$ cat src/rtl/load_align_unit.sv
// Load path: issues a word-aligned bus read, waits for a variable-latency ack, and
// extracts and extends a byte/halfword/word. Optional check: LOAD_MISALIGN_CHECK_EN.
module load_align_unit #(
  parameter int unsigned TIMEOUT_CYCLES = 255,
  parameter int unsigned CNT_W          = 16
) (
  input  logic        clk,
  input  logic        reset,
  input  logic        req_valid,
  input  logic [2:0]  ld_type,
  input  logic [31:0] addr,
  output logic        stall,
  output logic        bus_rd_req,
  output logic [31:0] bus_addr,
  input  logic [31:0] bus_rdata,
  input  logic        bus_ack,
  output logic [31:0] rdata_out,
  output logic        rdata_valid,
  output logic        bus_err,
  output logic        misalign_err
);

  localparam logic [1:0] IDLE = 2'd0;
  localparam logic [1:0] WAIT = 2'd1;
  localparam logic [1:0] DONE = 2'd2;

  localparam logic [2:0] LD_LW  = 3'b001;
  localparam logic [2:0] LD_LH  = 3'b010;
  localparam logic [2:0] LD_LHU = 3'b011;
  localparam logic [2:0] LD_LB  = 3'b100;
  localparam logic [2:0] LD_LBU = 3'b101;

  logic [1:0]       state_q, state_d;
  logic [CNT_W-1:0] cnt_q, cnt_d, cnt_inc;
  logic [1:0]       off_q, off_d;
  logic [2:0]       type_q, type_d;
  logic             bus_rd_req_q, bus_rd_req_d;
  logic [31:0]      bus_addr_q, bus_addr_d;
  logic [31:0]      rdata_q, rdata_d;
  logic             rdata_valid_q, rdata_valid_d;
  logic             bus_err_q, bus_err_d;
  logic             misalign_err_q, misalign_err_d;

  logic        type_valid;
  logic        misaligned;
  logic [15:0] half_sel;
  logic [7:0]  byte_sel;
  logic [31:0] ext_data;

  assign type_valid = (ld_type != 3'b000) && (ld_type <= LD_LBU);
  assign cnt_inc    = cnt_q + CNT_W'(1);

`ifdef LOAD_MISALIGN_CHECK_EN
  assign misaligned = ((ld_type == LD_LW) && (addr[1:0] != 2'b00)) ||
                      (((ld_type == LD_LH) || (ld_type == LD_LHU)) && addr[0]);
`else
  assign misaligned = 1'b0;
`endif

  // Field selection uses the offset latched at request time, not the live address.
  always_comb begin
    half_sel = off_q[1] ? bus_rdata[31:16] : bus_rdata[15:0];
    case (off_q)
      2'd0:    byte_sel = bus_rdata[7:0];
      2'd1:    byte_sel = bus_rdata[15:8];
      2'd2:    byte_sel = bus_rdata[23:16];
      default: byte_sel = bus_rdata[31:24];
    endcase
    case (type_q)
      LD_LW:   ext_data = bus_rdata;
      LD_LH:   ext_data = {{16{half_sel[15]}}, half_sel};
      LD_LHU:  ext_data = {16'h0000, half_sel};
      LD_LB:   ext_data = {{24{byte_sel[7]}}, byte_sel};
      LD_LBU:  ext_data = {24'h000000, byte_sel};
      default: ext_data = 32'h0000_0000;
    endcase
  end

  always_comb begin
    state_d        = state_q;
    cnt_d          = cnt_q;
    off_d          = off_q;
    type_d         = type_q;
    bus_rd_req_d   = bus_rd_req_q;
    bus_addr_d     = bus_addr_q;
    rdata_d        = rdata_q;
    rdata_valid_d  = 1'b0;
    bus_err_d      = 1'b0;
    misalign_err_d = 1'b0;
    case (state_q)
      IDLE: begin
        if (req_valid && type_valid) begin
          off_d  = addr[1:0];
          type_d = ld_type;
          cnt_d  = '0;
          if (misaligned) begin
            rdata_d        = 32'h0000_0000;
            rdata_valid_d  = 1'b1;
            misalign_err_d = 1'b1;
            state_d        = DONE;
          end else begin
            bus_addr_d   = {addr[31:2], 2'b00};
            bus_rd_req_d = 1'b1;
            state_d      = WAIT;
          end
        end
      end
      WAIT: begin
        // An ack in the timeout cycle still delivers data without an error.
        if (bus_ack) begin
          rdata_d       = ext_data;
          bus_rd_req_d  = 1'b0;
          rdata_valid_d = 1'b1;
          state_d       = DONE;
        end else begin
          cnt_d = cnt_inc;
          if (cnt_inc == CNT_W'(TIMEOUT_CYCLES)) begin
            rdata_d       = 32'h0000_0000;
            bus_rd_req_d  = 1'b0;
            rdata_valid_d = 1'b1;
            bus_err_d     = 1'b1;
            state_d       = DONE;
          end
        end
      end
      default: state_d = IDLE;
    endcase
  end

  always_ff @(posedge clk) begin
    if (reset) begin
      state_q        <= IDLE;
      cnt_q          <= '0;
      off_q          <= 2'b00;
      type_q         <= 3'b000;
      bus_rd_req_q   <= 1'b0;
      bus_addr_q     <= 32'h0000_0000;
      rdata_q        <= 32'h0000_0000;
      rdata_valid_q  <= 1'b0;
      bus_err_q      <= 1'b0;
      misalign_err_q <= 1'b0;
    end else begin
      state_q        <= state_d;
      cnt_q          <= cnt_d;
      off_q          <= off_d;
      type_q         <= type_d;
      bus_rd_req_q   <= bus_rd_req_d;
      bus_addr_q     <= bus_addr_d;
      rdata_q        <= rdata_d;
      rdata_valid_q  <= rdata_valid_d;
      bus_err_q      <= bus_err_d;
      misalign_err_q <= misalign_err_d;
    end
  end

  assign stall        = ((state_q == IDLE) && req_valid && type_valid) || (state_q == WAIT);
  assign bus_rd_req   = bus_rd_req_q;
  assign bus_addr     = bus_addr_q;
  assign rdata_out    = rdata_q;
  assign rdata_valid  = rdata_valid_q;
  assign bus_err      = bus_err_q;
  assign misalign_err = misalign_err_q;

endmodule

$ cat config.mk
export PLATFORM = sky130hd
export DESIGN_NAME = load_align_unit
export DESIGN_NICKNAME = d
export VERILOG_FILES = /design/src/rtl/load_align_unit.sv
export SDC_FILE = /design/constraint.sdc
export NUM_CORES = 1
export LEC_CHECK = 0
export CORE_MARGIN = 1.5
export CORE_UTILIZATION = 48
export DETAILED_ROUTE_END_ITERATION = 6
export PLACE_DENSITY_LB_ADDON = 0.05
export SYNTH_ARGS = -nofsm -noshare
export SYNTH_HDL_FRONTEND = slang
export SYNTH_SLANG_ARGS = --single-unit
$ cat constraint.sdc
create_clock -name clk -period 6.85 [get_ports clk]
set_input_delay 1.37 -clock clk [delete_from_list [all_inputs] [get_ports clk]]
set_output_delay 1.37 -clock clk [all_outputs]
set_load 0.005 [all_outputs]
Yosys cells after proc, flatten, opt, wreduce, memory -nomap -nowiden

Index checks and enable logic that the tools add are counted.

Flip-flop bits (word level): 88
Input bits: 71
Output and inout port bits: 69
Logic and storage cells: 59

Add/sub/neg operators: 1
$lt $le $gt $ge: 1
Equality and inequality tests: 12
Multiplexer cells: 18
Bitwise logic cells: 1
Reduce and logical (&&, ||, !) cells: 17

Operators with widths:

| cell                  | number |
|---|---|
| $pmux 32 s5           | 1 |
| $mux 32               | 2 |
| $mux 16               | 3 |
| $pmux 16 s2           | 1 |
| $pmux 8 s3            | 1 |
| $add 16x1->16 const B | 1 |
| $eq 16x8->1 const B   | 1 |
| $eq 3x2->1 const B    | 2 |
| $eq 3x3->1 const B    | 2 |
| $mux 2                | 3 |
| $reduce_and 2->1      | 3 |
| $reduce_and 3->1      | 2 |
| $mux 1                | 5 |
| $eq 2x1->1 const B    | 2 |
| $logic_and 1x1->1     | 4 |
| $logic_not 2->1       | 2 |
| $ne 2x2->1 const B    | 2 |
| $pmux 2 s2            | 1 |
| $reduce_bool 2->1     | 2 |
| $eq 3x1->1 const B    | 1 |
| $le 3x3->1 const B    | 1 |
| $ne 3x3->1 const B    | 1 |
| $reduce_bool 3->1     | 1 |
| $reduce_or 3->1       | 1 |
| other kinds (5)       | 5 |

Logic depth before layout (Yosys ltp)

Gate-level depths: netlist (run 1).

Word-level depth: 5
Depth in mapped cells: 9
Mapped depth without buffers: 8

Worst setup path before layout (run 1)

Ideal clock, no wire load.

Path type: input-to-output
Start: input req_valid
End: output stall
Data arrival time: 2.336 ns
Data required time: 5.480 ns
Path slack: 3.144 ns
Cell stages on the path: 4
Buffers on the path: 1
Cell sequence: or3b_1 > a211o_1 > clkbuf_1 > nand2_1

Word-level cells in the longest chain between the ends: 3

RTL lines:

| item                           | RTL line | source |
|---|---|---|
| from (decl)                    | 9        | `input logic req_valid,` |
| $logic_and 1x1->1 (2 in a row) | 156      | `assign stall = ((state_q == IDLE) && req_valid && type_valid) \|\| (state_q == WAIT);` |
| $logic_or 1x1->1               | 156      |  |
| to (decl)                      | 12       | `output logic stall,` |

No other way between the ends.

Worst setup path in the final report (run 1)

Same ends and word-level chain as after synthesis.

==> results.txt, run 1 <==
- Outcome: complete, no violations
- Counting both buffers and inverters, the worst setup path holds a total of 2.
- In the layout the commonest cells are 135 x sky130_fd_sc_hd__clkdlybuf4s50_1, 91 x sky130_fd_sc_hd__nand2_1, 88 x sky130_fd_sc_hd__dfxtp_1.
* Crit path max-delay cell type: sky130_fd_sc_hd__clkdlybuf4s50_1
- STA classifies the critical path endpoint as an output port.
- Post-CTS setup buffers: 0
- The share of synthesized area in the top cell type comes to 0.4484.
- The root buffer cell chosen for the clock tree is sky130_fd_sc_hd__clkbuf_8.
* First-pass iteration count of the detailed router: 5
- At the end of routability-driven placement, the weighted congestion stood at 0.8660.
- Dividing total power by cell area gives a power density of 203.1 mW/mm2.
- The via count of the first global-routing pass is 3705.
* Worst-Skew Late Latency: 0.36 ns
* Timing-limited maximum frequency: 220.6 MHz
* Category of the critical setup timing path: in2out
* Count of inserted antenna diode cells: 0
- Setup slack, reg-to-reg: 4.12 ns
- For this run, the total global-route usage over all layers was measured as 0.2565.
* Setup repair after global routing missed its margin: no
- The tool flagged a number of max-cap violations equal to 0.
* Slew @ Worst Pin: 1.108 ns
- In the final layout, the share of cells above drive strength 1 is 0.05254.
- In this run the worst path has a maximum fanout of 2.
* Die height: 93.47 um
- DRC violation count after routing: 0
* Most common cell after layout, fill and taps aside: sky130_fd_sc_hd__clkdlybuf4s50_1
* Area growth syn-to-layout: 40.41%
* Layout Skew: 0.009185 ns
* Core area: 0.007807 mm2
- Synthesis produced 470 cells.
* CTS Sinks: 88
- Mean post-synth cell area: 8.359 um2
* Worst IR Drop VDD: 118.9 uV
- Number of enable-type register cells in the synthesized netlist: 0
- Kind of path behind the tightest hold check: reg2reg
- Worst EP required: 5.48 ns
* Ranking of synthesized cells by area: sky130_fd_sc_hd__dfxtp_1 45%, sky130_fd_sc_hd__a21oi_1 9.8%, sky130_fd_sc_hd__nand2_1 8.7%, sky130_fd_sc_hd__o2bb2ai_1 5.4%, sky130_fd_sc_hd__nor2_1 2.9%
- The die is 93.47 um wide.
- The die covers 0.008737 mm2.
- Summed over all cells, the static leakage comes to 1.945 nW.
- TritonCTS buffer count: 9
- Grt ovf: 0
- Number of distinct library cells after synthesis: 53
- The number of antenna violations at the first check in global routing came to 0.
* Clock H-tree levels: 3
- Hold buffers post-CTS: 0
- Clock-pin slew was measured on the worst setup and hold paths at 0.08 ns.
- DRT antenna net count: 0
* Total wire length: 10.86 mm
- After routing the design area is 0.005517 mm2.
- Headroom to the max-slew limit came out at 0.2613.
* Final hold violation count: 0
- Mapped Area: 0.003929 mm2
* Final setup viols: 0
- Cell seen most often among critical-path stages: sky130_fd_sc_hd__clkdlybuf4s50_1
- Resized Gates After CTS: 0
- Top_reg_cell synth: sky130_fd_sc_hd__dfxtp_1
- Average wire per cell in the routed design: 15.69 um
- Via count: 3885
* Top Ports: 140
- Entering global routing, the biggest net connects 59 pins.
* Critical path's largest stage delay: 0.53 ns
* Sort of element at the start of the critical path: input pin
- Placement Cell Area: 0.005283 mm2
- Cells along the critical path: clkdlybuf4s50_1, or3b_1, a211o_1, nand2_1, clkdlybuf4s50_1
* Number of violations reported at the end of detailed-routing iteration 0: 213
- Summed over all nets, the half-perimeter wirelength after detailed placement is 7.673 mm.
- Counting flops with an async set or reset pin after synthesis yields a share of 0.
* Number of buffers inserted by port buffering: 136
* Final total negative setup slack: 0 ns
- Final critical-path required period: 4.534 ns
- Sequential element share of the synthesized area: 0.4484
* Max-slew violations: 0
- Clock tree from TritonCTS: done
* Initial cell density of the core: 0.5032
* Placement row count: 32
* CP delay by family, top: buffers and inverters
* First-pass GRT wire length: 17.73 mm
- Warning count from the yosys run: 0
* Synth area leader: sky130_fd_sc_hd__dfxtp_1
- Crit path DAT: 3.16 ns
* Routed vias/inst: 5.614
- Maximum number of buffers from clock root to sink: 2
- Crit share post-route: 0.6618
- In the final design database the tool counted 659 nets.
* Synthesis-stage register bit count: 88
- Final cell utilization of the core: 0.7066
-- cells by family (layout without fill, tap and decap cells) --
group,after synthesis,count (layout),synth area share
simple gates,178,178,0.2086
compound gates,153,153,0.2659
flops,88,88,0.4484
buf+inv,40,158,0.04745
xor+xnor,5,5,0.01115
mux,3,3,0.01115
fa+ha+maj,2,2,0.006368
other cells,1,3,0.0009545
-- path summary, 6_finish.rpt --
path	to	start	cells past startpoint
worst max-delay path	stall	req_valid	5
worst min-delay path	bus_addr[20]	bus_addr[20]	2
worst max register to register	rdata_out[23]	cnt_q[0]	8
worst min register to register	bus_addr[20]	bus_addr[20]	2
-- power by group --
| part | internal [mW] | switching [mW] |
|---|---|---|
| Combinational | 0.0827 | 0.0775 |
| Sequential | 0.526 | 0.0104 |
| Clock | 0.241 | 0.183 |
| Total | 0.850 | 0.270 |
-- registers in the layout (all words and copies together) (netlist names) --
name	flops
bus_addr	30
bus_err	1
bus_rd_req	1
cnt_q	16
off_q	2
rdata_out	32
rdata_valid	1
state_q	2
type_q	3
-- routing by layer --
metal | GRT usage | vias to the layer above | share of wire
met5 | 0 | - | 0
met4 | 0.09091 | 0 | 0.018
met3 | 0.08699 | 17 | 0.088
met2 | 0.4028 | 164 | 0.46
met1 | 0.3262 | 1775 | 0.44
li1 | - | 1929 | -
-- worst min-delay path, cell delays in order, from the launching register on --
cell and delay [ns]:
sky130_fd_sc_hd__dfxtp_1 0.31, sky130_fd_sc_hd__nand2_1 0.05, sky130_fd_sc_hd__a21oi_1 0.05
-- cells in the mapped netlist (all sizes together) (2+ instances only) --
master	number
a211oi	2
a21o	8
a21oi	77
a221oi	9
a222oi	8
a22oi	2
a311oi	3
a31oi	2
and3	4
buf	13
clkbuf	24
dfxtp	88
ha	2
inv	3
nand2	91
nand2b	5
nand3	11
nand4	6
nor2	30
nor2b	3
nor3	11
nor3b	3
nor4	4
o21a	2
o21ai	11
o2bb2ai	24
or2	3
or3	3
xnor2	3
xor2	2
-- layout make-up --
class,count,area (um2)
clock buffer,10,127.6
multi-input combinational,344,1996
timing repair buffer,140,1386
sequential,88,1762
fill,635,2291
inverter,3,11.26
tap,102,127.6
clock inverter,5,106.4
-- through the flow --
| step | power (mW) | hold slack, ns | std cells | setup WS, ns |
|---|---|---|---|---|
| 3_3_place_gp | 0.7050 | 0.4342 | 677 | 2.332 |
| 5_1_grt | 1.166 | 0.4790 | 692 | 2.242 |
| 6_report | 1.120 | 0.4552 | 692 | 2.317 |
| 2_1_floorplan | 0.6192 | 0.4507 | 472 | 3.144 |
| 4_1_cts | 1.129 | 0.4578 | 692 | 2.301 |
| 3_5_place_dp | 0.7073 | 0.4428 | 677 | 2.323 |
Power figures use the tool's default switching activity.
==> run 2, diff against run 1 <==
CORE_UTILIZATION = 41   (was 48)
clock period = 3.7 ns   (was 6.85 ns; I/O delays follow)
==> run 2 against run 1 <==
Against the previous run:
- global-route usage shrank 4.0 points
- largest power group unchanged
- total power grew 75%
- register-to-register slack lost 3.1 ns
- sequential cell count is the same
- setup slack lost 1.9 ns
- sequential power grew 85%
- non-clock buffer count grew 6
- clock power grew 58%
- utilization shrank 11 points
==> results.txt, run 2 (synthesized netlist as in run 1, its figures left out) <==
- Outcome: complete, no violations (unchanged)
* Critical-path maximum fanout: 2 (unchanged)
- Setup repair after global routing missed its margin: no (unchanged).
- Critical path's largest stage delay: 0.52 ns (was 0.53 ns)
- Crit path DAT: 2.52 ns (was 3.16 ns)
- The cell type with the highest occurrence count on the critical path was sky130_fd_sc_hd__clkdlybuf4s50_1 (unchanged).
* Tightest slew margin relative to the limit: 0.2890 (was 0.2613)
- The layout net count was 665 (was 659).
- Total wire length: 10.93 mm (was 10.86 mm)
- The global-route wire length before repair came to 17.59 mm (was 17.73 mm).
* CTS Root Buffer Type: sky130_fd_sc_hd__clkbuf_8 (unchanged)
- PD cells: 353.3 mW/mm2 (was 203.1 mW/mm2)
* Post-detailed-placement half-perimeter wirelength: 7.722 mm (was 7.673 mm)
- The largest voltage drop on the vdd net came to 225.7 uV (was 118.9 uV).
* DRC violation count after routing: 0 (unchanged)
* Setup slack, reg-to-reg: 1.07 ns (was 4.12 ns)
- The cell row count is 35 (was 32).
- Top Ports: 140 (unchanged)
- Grt ovf: 0 (unchanged)
- Total global routing track utilization: 0.2163 (was 0.2565)
* Switching component of the power: 0.5153 mW (was 0.2705 mW)
- Max-slew violations: 0 (unchanged)
* Maximum number of buffers from clock root to sink: 2 (unchanged)
* Maximum number of pins on one net before global-route repair: 56 (was 59)
- Crit Reg-Reg Endpoint: rdata_out[24] (was rdata_out[23])
* Resized Gates After CTS: 0 (unchanged)
- The start point of the worst hold path was rdata_out[0] (was bus_addr[20]).
- The worst clock skew was 0.01480 ns (was 0.009185 ns).
* Via count of the first global-routing pass: 3553 (was 3705)
* Worst-Skew Late Latency: 0.35 ns (was 0.36 ns)
- Cells along the critical path: clkdlybuf4s50_1, or3b_1, a211o_1, nand2_1, clkdlybuf4s50_1 (unchanged)
- DRT antenna net count: 0 (unchanged)
- Hold slack: 0.4537 ns (was 0.4552 ns)
- Dividing the final minimum period by the clock period gives 0.8807.
- The count of buffers added by post-CTS timing repair for setup came to 0 (unchanged).
- Worst reg2reg startpoint: cnt_q[0] (unchanged)
* Initial antenna violation count: 0 (unchanged)
- Final total negative setup slack: 0 ns (unchanged)
- The clock share of power is 0.340 (was 0.378).
- Placement Cell Area: 0.005361 mm2 (was 0.005283 mm2)
- Slew @ Worst Pin: 1.063 ns (was 1.108 ns)
* Clock H-tree levels: 3 (unchanged)
* Fill cell instance count of the final layout: 874 (was 635)
- The combinational share of power was 0.154 (was 0.143).
* Sequential cell area: 0.001762 mm2 (unchanged)
* Terminating pin of the worst hold path: rdata_out[0] (was bus_addr[20])
* Area of combinational cells with multiple inputs: 0.001996 mm2 (unchanged)
* CTS Sinks: 88 (unchanged)
- Via count: 3860 (was 3885)
* Most common cell after layout, fill and taps aside: sky130_fd_sc_hd__clkdlybuf4s50_1 (unchanged)
- The count of port buffers added during placement is 136 (unchanged).
- The dominant delay contributor by cell family on the critical path is buffers and inverters (unchanged).
- The mean number of vias per cell was 5.317 (was 5.614).
- Timing would allow up to 306.9 MHz.
* Die height: 100.9 um (was 93.47 um)
- Number of flip-flops in the largest register: 32 (unchanged)
- Most used cells in the layout excluding fill and tap cells: 135 x sky130_fd_sc_hd__clkdlybuf4s50_1, 91 x sky130_fd_sc_hd__nand2_1, 88 x sky130_fd_sc_hd__dfxtp_1 (unchanged)
- Worst Path Buf+Inv: 2 (unchanged)
* Worst EP required: 2.96 ns (was 5.48 ns)
- Depth of the worst register-to-register path: 8 (unchanged)
* Category of the critical setup timing path: in2out (unchanged)
* Kind of path behind the tightest hold check: reg2reg (unchanged)
- The leakage component of the power came to 1.956 nW (was 1.945 nW).
- The core region area was 0.009284 mm2 (was 0.007807 mm2).
* First-pass iteration count of the detailed router: 6 (was 5)
- The hold violation total from the final report came to 0 (unchanged).
- The element type at the critical path end is an output port (unchanged).
* Count of maximum capacitance violations: 0 (unchanged)
* Final critical-path required period: 3.259 ns
- Clock-pin slew on the worst setup and hold paths: 0.09 ns (was 0.08 ns)
- The overall die area was 0.01018 mm2 (was 0.008737 mm2).
* Hold buffers post-CTS: 0 (unchanged)
- The wire length per cell after detailed routing is 15.06 um (was 15.69 um).
* TritonCTS buffer count: 9 (unchanged)
- The CTS tree was done (unchanged).
* Area growth syn-to-layout: 41.43% (was 40.41%)
- The core utilization of the finished layout was 0.5985 (was 0.7066).
- Sequential fraction of design power: 0.506 (was 0.479)
- The setup-violating endpoint count in the final report was 0 (unchanged).
* Area of all placed cells without fillers: 0.005557 mm2 (was 0.005517 mm2)
- Crit path max-delay cell type: sky130_fd_sc_hd__clkdlybuf4s50_1 (unchanged)
* Sort of element at the start of the critical path: input pin (unchanged)
- The initial DRC count came to 228 (was 213).
- Die Span X: 100.9 um (was 93.47 um)
* Sw frac: 0.2625 (was 0.2414)
- Count of inserted antenna diode cells: 0 (unchanged)
- Total internal power: 1.448 mW (was 0.8500 mW)
* Routability-driven placement congestion ratio: 0.8043 (was 0.8660)
- The total power was 1.963 mW (was 1.120 mW).
* Initial cell density of the core: 0.4232 (was 0.5032)
* Proportion of layout cells with a drive suffix above 1: 0.06365 (was 0.05254)
- Worst Hold Path Cells: 1 (was 2)
## run 2: cell types whose count changed in the layout (fill, tap and decap cells not counted)
cell                         previous run  this run
sky130_fd_sc_hd__clkinv_2               0         1
sky130_fd_sc_hd__clkinvlp_4             1         2
sky130_fd_sc_hd__clkinv_4               1         0
sky130_fd_sc_hd__buf_4                  4        10
sky130_fd_sc_hd__inv_6                  0         2
sky130_fd_sc_hd__bufinv_16              3         1
## run 2: how the worst max path moves through the flow
stage | start | to | slack [ns] | depth (start not counted)
3_5_place_dp | req_valid | stall | 0.42 | 5
5_1_grt | req_valid | stall | 0.37 | 5
6_report | req_valid | stall | 0.44 | 5
2_1_floorplan | req_valid | stall | 1.25 | 4
4_1_cts | req_valid | stall | 0.42 | 5
3_3_place_gp | req_valid | stall | 0.45 | 5
## run 2: layout make-up
type,instances,share of cell area
clock buffer,10,0.02297
clock inverter,6,0.01216
inverter,3,0.002027
multi-input combinational,344,0.3592
sequential,88,0.3170
tap,129,0.02905
timing repair buffer,146,0.2576
## run 2: worst register-to-register path: cells and delay by family (launching register included)
kind | cells | cell delay [ns]
and+or+nand+nor | 2 | 0.53
DFF | 1 | 0.44
adders and majority gates | 1 | 0.31
AOI/OAI and AO/OA | 3 | 0.52
muxes | 1 | 0.40
buffers and inverters | 1 | 0.37
## run 2: power groups by stage
| stage | sequential, mW | clock (mW) | combinational, mW |
|---|---|---|---|
| 2_1_floorplan | 1.01 | 0 | 0.133 |
| 3_3_place_gp | 1.01 | 0 | 0.300 |
| 3_5_place_dp | 1.02 | 0 | 0.301 |
| 4_1_cts | 0.993 | 0.689 | 0.303 |
| 5_1_grt | 0.997 | 0.729 | 0.333 |
| 6_report | 0.993 | 0.668 | 0.302 |
## run 2: per-layer routing
metal / track usage / vias up / wire (um)
li1: - / 1932 / -
met3: 0.06796 / 9 / 862
met5: 0 / - / 0
met1: 0.2981 / 1789 / 4992
met4: 0.06731 / 0 / 108
met2: 0.3233 / 130 / 4967
## run 2: stage by stage
| step | setup slack, ns | cells |
|---|---|---|
| 2_1_floorplan | 1.254 | 472 |
| 3_3_place_gp | 0.4459 | 710 |
| 3_5_place_dp | 0.4171 | 710 |
| 4_1_cts | 0.4180 | 726 |
| 5_1_grt | 0.3657 | 726 |
| 6_report | 0.4413 | 726 |
==> run 3, diff against run 2 <==
PLACE_DENSITY = 0.77   (was default)
PLACE_DENSITY_LB_ADDON = default   (was 0.05)
==> run 3 against run 2 <==
Against the previous run:
- sequential share of layout area about the same
- critical endpoint unchanged
- highest routed layer unchanged
- sequential cell count unchanged
- fmax increased by 0.42%
- total power increased by 0.22%
- combinational power about the same
- non-clock buffer count decreased by 1
- sequential power about the same
==> results.txt, run 3 (synthesized netlist as in run 1, its figures left out) <==
- Category of the critical setup timing path: in2out (unchanged)
* DP Worst Slack: 0.4593 ns (was 0.4171 ns)
- The flip-flop count of the largest register after layout was 32 (unchanged).
- Outcome: complete, no violations (unchanged).
- Top Metal Used: met4 (unchanged)
- Via count: 3925 (was 3860)
- The largest voltage drop on the vdd net was 233.8 uV (was 225.7 uV).
- Worst EP required: 2.96 ns (about the same)
* Layout Skew: 0.008839 ns (was 0.01480 ns)
* Crit path DAT: 2.51 ns (was 2.52 ns)
* Die footprint: 0.01018 mm2 (unchanged)
- The critical path depth in cells was 5 (unchanged).
- Resized Gates After CTS: 0 (unchanged)
- Met2 Routed Length: 4.838 mm (was 4.967 mm)
- Sw frac: 0.2564 (was 0.2625)
* TritonCTS buffer count: 9 (unchanged)
- The part of the total power dissipated in sequential elements was 0.505 (was 0.506).
- Number of violations reported at the end of detailed-routing iteration 0: 231 (was 228)
* Hold slack: 0.4566 ns (was 0.4537 ns)
- Clock-pin slew on the worst setup and hold paths: 0.09 ns (about the same)
- The number of antenna-violating nets in the routed design is 0 (unchanged).
* Kind of path behind the tightest hold check: reg2reg (unchanged)
- The reported max-cap violation count is 0 (unchanged).
- Comb pwr share: 0.152 (was 0.154)
- The count of buffers added by post-CTS timing repair for setup was 0 (unchanged).
* Timing-limited maximum frequency: 308.2 MHz (was 306.9 MHz)
* Sort of element at the start of the critical path: input pin (unchanged)
- Slew @ Worst Pin: 1.080 ns (was 1.063 ns)
* Setup repair after global routing missed its margin: no (unchanged)
- The CTS tree is done (unchanged).
- Die Span X: 100.9 um (unchanged)
- Hold buffers post-CTS: 0 (unchanged)
* First-pass GRT wire length: 17.56 mm (was 17.59 mm)
- Routed length on met3: 1.073 mm (was 862 um)
- The total number of clock tree sinks came to 88 (unchanged).
* Final setup viols: 0 (unchanged)
- Tot Pwr: 1.967 mW (was 1.963 mW)
- The die height is 100.9 um (unchanged).
- The capture point of the worst path is stall (unchanged).
* Maximum number of pins on one net before global-route repair: 58 (was 56)
- Most used cells in the layout excluding fill and tap cells: 135 x sky130_fd_sc_hd__clkdlybuf4s50_1, 91 x sky130_fd_sc_hd__nand2_1, 88 x sky130_fd_sc_hd__dfxtp_1 (unchanged).
- PD cells: 353.9 mW/mm2 (was 353.3 mW/mm2)
* Critical path's largest stage delay: 0.53 ns (was 0.52 ns)
- The cell type with the highest occurrence count on the critical path was sky130_fd_sc_hd__clkdlybuf4s50_1 (unchanged).
- The number of optimization iterations in the first detailed-route pass was 5 (was 6).
- Number of buffers inserted by port buffering: 136 (unchanged)
* Area growth syn-to-layout: 41.50% (was 41.43%)
* Depth of the worst register-to-register path: 8 (unchanged)
- Crit share post-route: 0.8770 (was 0.8807)
- Final critical-path required period: 3.245 ns (was 3.259 ns)
* Average wire per cell in the routed design: 15.03 um (was 15.06 um)
* Count of inserted antenna diode cells: 0 (unchanged)
- The net switching power of the design came to 0.5043 mW (was 0.5153 mW).
- The worst slew margin relative to its limit was 0.2782 (was 0.2890).
- The wire length on met1 came to 4.764 mm (was 4.992 mm).
* Placement row count: 35 (unchanged)
- Worst reg2reg startpoint: cnt_q[0] (unchanged)
- The clock root buffer was sky130_fd_sc_hd__clkbuf_8 (unchanged).
- Final total negative setup slack: 0 ns (unchanged)
* Cells along the critical path: clkdlybuf4s50_1, or3b_1, a211o_1, nand2_1, clkdlybuf4s50_1 (unchanged)
- Grt ovf: 0 (unchanged)
- The leakage component of the power came to 1.957 nW (was 1.956 nW).
- Clock power share: 0.343 (was 0.340)
* Initial cell density of the core: 0.4232 (unchanged)
* Critical path origin: req_valid (unchanged)
* Total internal power: 1.463 mW (was 1.448 mW)
- The via count of the first global-routing pass is 3629 (was 3553).
- The core region area is 0.009284 mm2 (unchanged).
- CP delay by family, top: buffers and inverters (unchanged)
- Routed vias/inst: 5.414 (was 5.317)
* Crit path max-delay cell type: sky130_fd_sc_hd__clkdlybuf4s50_1 (unchanged)
* Area of all placed cells without fillers: 0.005559 mm2 (was 0.005557 mm2)
* Final hold violation count: 0 (unchanged)
* DRC violation count after routing: 0 (unchanged)
- Setup slack, reg-to-reg: 0.99 ns (was 1.07 ns)
* Clock H-tree levels: 3 (unchanged)
- The layout cell share with drive strength beyond 1 is 0.06376 (was 0.06365).
* Total global routing track utilization: 0.2162 (was 0.2163)
* Placement Cell Area: 0.005354 mm2 (was 0.005361 mm2)
- Post-detailed-placement half-perimeter wirelength: 7.780 mm (was 7.722 mm)
- Worst-Skew Late Latency: 0.35 ns (about the same)
- The top-level I/O count is 140 (unchanged).
* Worst Path Buf+Inv: 2 (unchanged)
- The endpoint of the worst-slack reg-to-reg timing path was rdata_out[9] (was rdata_out[24]).
* Routability-driven placement congestion ratio: 0.9038 (was 0.8043)
- The most common cell after layout, fill and taps aside is sky130_fd_sc_hd__clkdlybuf4s50_1 (unchanged).
* Total wire length: 10.90 mm (was 10.93 mm)
* Nature of the critical path endpoint: output port (unchanged)
- The final max-slew violation count came to 0 (unchanged).
- The least setup slack across all paths after layout is 0.4550 ns (was 0.4413 ns).
* Critical-path maximum fanout: 2 (unchanged)
* Number of nets in the final layout: 664 (was 665)
- The number of antenna violations at the first check in global routing is 0 (unchanged).
- Maximum number of buffers from clock root to sink: 2 (unchanged)
[run 3: how the worst min path moves through the flow]
| stage | start | end | depth (start not counted) | slack, ns |
|---|---|---|---|---|
| 2_1_floorplan | rdata_out[0] | rdata_out[0] | 1 | 0.45 |
| 3_3_place_gp | rdata_out[2] | rdata_out[2] | 1 | 0.43 |
| 3_5_place_dp | rdata_out[3] | rdata_out[3] | 1 | 0.44 |
| 4_1_cts | bus_addr[9] | bus_addr[9] | 2 | 0.46 |
| 5_1_grt | bus_addr[9] | bus_addr[9] | 2 | 0.48 |
| 6_report | bus_addr[9] | bus_addr[9] | 2 | 0.46 |
[run 3: metrics by stage]
step	std cells	utilization
CTS	725	0.5988
detailed placement	709	0.5767
global route	725	0.5988
finish	725	0.5988
global placement	709	0.5767
floorplan	472	-
[run 3: power by group through the flow]
| stage | Clock, mW | Combinational (mW) | Sequential (mW) |
|---|---|---|---|
| after global routing | 0.735 | 0.329 | 0.998 |
| after detailed placement | 0 | 0.298 | 1.02 |
| after floorplan | 0 | 0.133 | 1.01 |
| final | 0.675 | 0.299 | 0.994 |
| after global placement | 0 | 0.295 | 1.01 |
| after CTS | 0.696 | 0.300 | 0.994 |
[run 3: final cells by class]
cell class                 count  area, um2
fill                         844       3725
clock buffer                  10      137.6
inverter                       3      11.26
tap                          129      161.4
sequential                    88       1762
clock inverter                 6      67.56
multi-input combinational    344       1996
timing repair buffer         145       1424
[run 3: metal layers]
metal / global-route usage / vias to the layer above
met5: 0 / -
met4: 0.09081 / 0
met3: 0.06657 / 15
met2: 0.3415 / 175
met1: 0.2735 / 1803
li1: - / 1932
[run 3: worst reg2reg max path: stages (launching register included)]
cell                        delay (ns)
sky130_fd_sc_hd__dfxtp_1          0.44
sky130_fd_sc_hd__ha_1             0.30
sky130_fd_sc_hd__nand4_1          0.21
sky130_fd_sc_hd__nor3_2           0.36
sky130_fd_sc_hd__mux2i_1          0.42
sky130_fd_sc_hd__a2111oi_4        0.12
sky130_fd_sc_hd__a221oi_4         0.23
sky130_fd_sc_hd__buf_4            0.37
sky130_fd_sc_hd__o2bb2ai_1        0.18
